`src/rtl/perf_report_pkg.sv`:
```
// Shared types and frame-geometry helpers for the performance-report sequencer.
package perf_report_pkg;

  typedef enum logic {
    ST_IDLE = 1'b0,
    ST_SEND = 1'b1
  } state_e;

  localparam logic [7:0] DEF_HEADER = 8'hA5;

  // Frame = header + payload bytes + checksum.
  function automatic int frame_len(input int num_cnt, input int cnt_w);
    return 2 + (num_cnt * cnt_w) / 8;
  endfunction

  function automatic int idx_width(input int num_cnt, input int cnt_w);
    return $clog2(frame_len(num_cnt, cnt_w));
  endfunction

endpackage

```
`src/rtl/report_tick_gen.sv`:
```
// Free-running periodic tick: pulses for one cycle every PERIOD cycles; PERIOD=0 disables it.
module report_tick_gen #(
  parameter int PERIOD = 0
) (
  input  logic clk,
  input  logic rst,
  output logic tick
);

  generate
    if (PERIOD == 0) begin : g_off
      logic unused_in;
      assign unused_in = clk ^ rst;
      assign tick      = 1'b0;
    end else begin : g_on
      localparam int CW = (PERIOD > 1) ? $clog2(PERIOD) : 1;
      localparam logic [CW-1:0] LAST = CW'(PERIOD - 1);
      logic [CW-1:0] cnt;

      always_ff @(posedge clk) begin
        if (rst)              cnt <= '0;
        else if (cnt == LAST) cnt <= '0;
        else                  cnt <= cnt + 1'b1;
      end

      assign tick = (cnt == LAST);
    end
  endgenerate

endmodule

```
`src/rtl/perf_report_sequencer.sv`:
```
// Snapshots the counter bank on a trigger/tick and streams a framed report
// (header, counters MSB-first, XOR checksum) over a ready/valid byte port.
module perf_report_sequencer
  import perf_report_pkg::*;
#(
  parameter int         NUM_CNT = 8,
  parameter int         CNT_W   = 32,
  parameter logic [7:0] HEADER  = DEF_HEADER,
  parameter int         PERIOD  = 0
) (
  input  logic                     clk,
  input  logic                     rst,
  input  logic                     trigger,
  input  logic [NUM_CNT*CNT_W-1:0] cnt_flat,
  output logic                     tx_valid,
  output logic [7:0]               tx_data,
  input  logic                     tx_ready,
  output logic                     busy,
  output logic                     frame_done,
  output logic                     overrun
);

  localparam int BPC   = CNT_W / 8;
  localparam int PAY_N = NUM_CNT * BPC;
  localparam int L     = frame_len(NUM_CNT, CNT_W);
  localparam int IDX_W = idx_width(NUM_CNT, CNT_W);
  localparam logic [IDX_W-1:0] LAST = IDX_W'(L - 1);

  state_e                     state, state_nxt;
  logic [IDX_W-1:0]           idx;
  logic [NUM_CNT*CNT_W-1:0]   snap;
  logic [7:0]                 csum;
  logic [PAY_N-1:0][7:0]      pay;
  logic [7:0]                 byte_sel;
  logic                       tick, go, xfer, last;

  report_tick_gen #(.PERIOD(PERIOD)) u_tick (
    .clk  (clk),
    .rst  (rst),
    .tick (tick)
  );

  assign go   = trigger | tick;
  assign xfer = (state == ST_SEND) && tx_ready;
  assign last = (idx == LAST);

  // Payload byte p is byte (p % BPC) of counter (p / BPC), most significant first.
  genvar p;
  generate
    for (p = 0; p < PAY_N; p++) begin : g_pay
      assign pay[p] = snap[(p / BPC) * CNT_W + (BPC - 1 - (p % BPC)) * 8 +: 8];
    end
  endgenerate

  // Selection mux keyed on idx; the snapshot never shifts, so data holds under backpressure.
  always_comb begin
    byte_sel = HEADER;
    if (last) begin
      byte_sel = csum;
    end else begin
      for (int k = 0; k < PAY_N; k++)
        if (idx == IDX_W'(k + 1)) byte_sel = pay[k];
    end
  end

  always_ff @(posedge clk) begin
    if (rst) state <= ST_IDLE;
    else     state <= state_nxt;
  end

  always_comb begin
    state_nxt = state;
    busy      = 1'b0;
    tx_valid  = 1'b0;
    tx_data   = 8'h00;
    case (state)
      ST_IDLE: begin
        if (go) state_nxt = ST_SEND;
      end
      ST_SEND: begin
        busy     = 1'b1;
        tx_valid = 1'b1;
        tx_data  = byte_sel;
        if (xfer && last) state_nxt = ST_IDLE;
      end
      default: state_nxt = ST_IDLE;
    endcase
  end

  always_ff @(posedge clk) begin
    if (state == ST_IDLE && go) snap <= cnt_flat;
  end

  always_ff @(posedge clk) begin
    if (rst) begin
      idx        <= '0;
      csum       <= '0;
      frame_done <= 1'b0;
      overrun    <= 1'b0;
    end else begin
      frame_done <= xfer && last;
      if (state == ST_IDLE && go) begin
        idx  <= '0;
        csum <= '0;
      end else if (xfer) begin
        idx  <= idx + 1'b1;
        csum <= csum ^ byte_sel;
      end
      if (state == ST_SEND && go) overrun <= 1'b1;
    end
  end

endmodule
```
`config.mk`:
```
export PLATFORM = sky130hd
export DESIGN_NAME = perf_report_sequencer
export DESIGN_NICKNAME = d
export VERILOG_FILES = /design/src/rtl/perf_report_pkg.sv /design/src/rtl/report_tick_gen.sv /design/src/rtl/perf_report_sequencer.sv
export SDC_FILE = /design/constraint.sdc
export NUM_CORES = 1
export LEC_CHECK = 0
export BUFFER_PORTS_ARGS = -buffer_cell sky130_fd_sc_hd__buf_2
export CELL_PAD_IN_SITES_DETAIL_PLACEMENT = 0
export CELL_PAD_IN_SITES_GLOBAL_PLACEMENT = 1
export CORE_MARGIN = 2
export CORE_UTILIZATION = 47
export DETAILED_ROUTE_END_ITERATION = 6
export GPL_TIMING_DRIVEN = 0
export PLACE_DENSITY_LB_ADDON = 0.15
export REMOVE_ABC_BUFFERS = 1
export SYNTH_ARGS = -nofsm -noshare
export SYNTH_HDL_FRONTEND = slang
export SYNTH_HIERARCHICAL = 1
export SYNTH_SLANG_ARGS = --single-unit
```
`constraint.sdc`:
```
create_clock -name clk -period 43.7 [get_ports clk]
set_input_delay 4.37 -clock clk [delete_from_list [all_inputs] [get_ports clk]]
set_output_delay 4.37 -clock clk [all_outputs]
set_load 0.1 [all_outputs]
```
==> results.yml <==
yosys:
  async_flop_share_pct: 0
  synth.avg_cell_area_sq_um: 12.67
  synthFlopType: "edfxtp_1"
  synth_cell_types: 79
  synth_edf_count: 256
  synth.cell_area_sq_mm: 0.01203
  synth_seq_area_share_pct: 66.75
  yosys_register_bits: 273
  postSynthCellCount: 949
  ys_warn_count: 6
timing:
  min_period_ns: 9.951
  clock.fmax_ghz: 0.1005
  final_max_slew_viol_count: 0
  setup_violations: 0
  worstMarginPinSlew_ns: 1.193
  slew_headroom_pct: 19.95
  fin_tns_setup_ns: 0
  fin_skew_ns: 0.02976
  rsz0062_at_grt: "no"
  fin_crit_sh_pct: 22.77
  hold_violations: 0
clocking:
  numCtsBuffers: 30
  cts_buffer_depth: 3
  cts-root-buf: "clkbuf_16"
  cts_sinks: 273
  ctsResizeCount: 0
  htree_levels: 1
  worst_skew_pair.late_latency_ns: 0.57
  post_cts_buffers: 0
  hold_buffers: 0
  cts_tree: "yes"
  cts.reportedPaths.clkPinSlew_ns: 0.06
setup_path:
  endpoint_kind: "output pin"
  crit_type: "reg -> out"
  cp.required_ns: 39.33
  arrival_ns: 5.58
  cp-start-kind: "flop"
  worst-path-max-fanout: 28
power:
  internal_power_mw: 0.4820
  sw_frac_of_total_pct: 21.63
  power_frac_seq_pct: 50.7
  p_sw_mw: 0.1330
  pwr-share-clk_pct: 43.0
  finalPower_mw: 0.6150
  p_per_area_mw_per_mm2: 41.39
  irDropWorstVdd_mv: 0.03311
  combPwrFrac_pct: 6.3
  power.leakage_nw: 5.522
global_routing:
  grt_pass1_vias: 8844
  grt_pass1_wl_um: 53340
  track_usage_pct: 26.66
  grt-ovfl-total: 0
  antenna_found_initial: 2
  grt_max_degree: 80
detailed_routing:
  drtAntennaViolNets: 0
  wl_um: 36410
  drt_iter0_markers: 960
  viasPerCell: 5.928
  dr_total_vias: 9200
  drt_pre_antenna_iters: 5
  drc: 0
  wl_per_cell_um: 23.46
die:
  pin_count: 272
  die_w_um: 164.0
  fp.dieH_um: 164.0
  die-area_sq_mm: 0.02688
  row_count: 58
  initial_utilization_pct: 47.76
  core_sq_mm: 0.02518
place:
  place_inst: 1494
  dp_hpwl_um: 25170
  gp_congestion: 0.8565
  io_buffers: 271
final_layout:
  drive_gt1_share_pct: 29.10
  final_cell_count_no_fill: 1552
  utilization_pct: 59.00
  syn_to_final_growth_pct: 23.54
  nNetsFinal: 1460
status:
  status: "finished, final reports clean"
hold_path:
  hold_path.class: "reg -> reg"
job:
  drv_cap: 0
## final timing paths
kind	from	end	slack [ns]	cells after the start
worst max-delay path	idx[0]	tx_data[2]	33.75	10
worst min register to register	overrun	overrun	0.45	2
worst max register to register	idx[0]	csum[2]	38.83	9
worst min-delay path	overrun	overrun	0.45	2
## cell type report
cell class	count	area (sq um)
fillers	2100	10320
multi-input cells	590	3704
clock inverters	20	257.7
inverters	17	63.81
diodes	2	5.005
flip-flops and latches	273	8028
well taps	330	412.9
clock buffers	36	773.2
repair buffers	284	1614
## through the flow
step	hold slack [ns]	setup slack [ns]	instance area, sq um
6_report	0.4451	33.75	14860
5_1_grt	0.4820	33.65	14860
4_1_cts	0.4519	33.84	14840
3_5_place_dp	0.4441	34.42	13800
3_3_place_gp	0.4341	21.31	13490
2_1_floorplan	0.4540	26.67	11720
## cell usage in the layout (no fill, tap or decap), types with 7 or more instances in the layout
cell type	instances
nand4_1	8
dfxtp_1	17
nor2b_1	14
o311ai_0	7
nor2_1	48
buf_2	271
nand2_1	95
clkbuf_16	30
a221oi_1	14
nand3b_1	9
clkinv_2	7
o21ai_0	48
o211ai_1	20
a21oi_1	49
and2_1	13
nor3_1	16
nor4_1	9
inv_1	15
buf_12	9
clkinv_1	7
edfxtp_1	256
a31oi_1	22
a211oi_1	8
nor3b_1	7
or3_1	8
o22ai_1	18
nand3_1	35
o221ai_1	7
and3_1	12
## sequential cells by signal, summed over array words and instances (netlist names)
register,flops
overrun,1
state,1
idx,6
frame_done,1
csum,8
snap,256
## critical path: stages (launching register included)
cell,delay (ns)
dfxtp_1,0.46
ha_2,0.62
clkinv_1,1.10
and4_1,0.50
o311ai_0,0.65
a41oi_1,0.29
nor4_1,0.58
a21oi_1,0.23
nand2_1,0.10
a21boi_0,0.13
buf_2,0.32
## synth_stat cells, types with 13 or more instances
cell type / n / share of area (%)
o22ai_1: 18 / 0.94
inv_1: 15 / 0.47
nor2b_1: 14 / 0.73
a31oi_1: 22 / 1.1
nor3_1: 16 / 0.67
nor2_1: 49 / 1.5
edfxtp_1: 256 / 64
o21ai_0: 48 / 2.0
a221oi_1: 14 / 1.0
nand2_1: 95 / 3.0
nand3_1: 35 / 1.5
a21oi_1: 49 / 2.0
o211ai_1: 20 / 1.2
and2_1: 13 / 0.68
clkbuf_1: 40 / 1.2
buf_2: 20 / 0.83
dfxtp_1: 17 / 2.8
## logic make-up (layout without fill, tap and decap cells)
logic type / after synthesis / count (layout) / synth area share [%]
AO/OA/AOI/OAI: 268 / 268 / 15.23
adder cells (fa/ha/maj): 4 / 4 / 0.4162
flip-flops: 273 / 273 / 66.75
buffers and inverters: 86 / 357 / 3.111
AND/OR/NAND/NOR: 311 / 311 / 14.00
XOR/XNOR: 4 / 4 / 0.2914
multiplexers: 2 / 2 / 0.1665
other: 1 / 3 / 0.03118
## power by group through the flow
stage          Combinational [mW]  Clock (mW)  Sequential (mW)
2_1_floorplan              0.0151           0            0.323
3_3_place_gp               0.0353           0            0.326
6_report                   0.0388       0.265            0.312
4_1_cts                    0.0390       0.267            0.311
5_1_grt                    0.0419       0.278            0.313
3_5_place_dp               0.0387           0            0.317
## metal layers
metal | wire (um) | up-vias | track usage (%)
met1 | 15410 | 4473 | 38.52
met3 | 3019 | 60 | 3.939
li1 | - | 4219 | -
met4 | 1006 | 0 | 7.376
met2 | 16970 | 448 | 42.34
met5 | 0 | - | 0
Power figures use the tool's default switching activity.
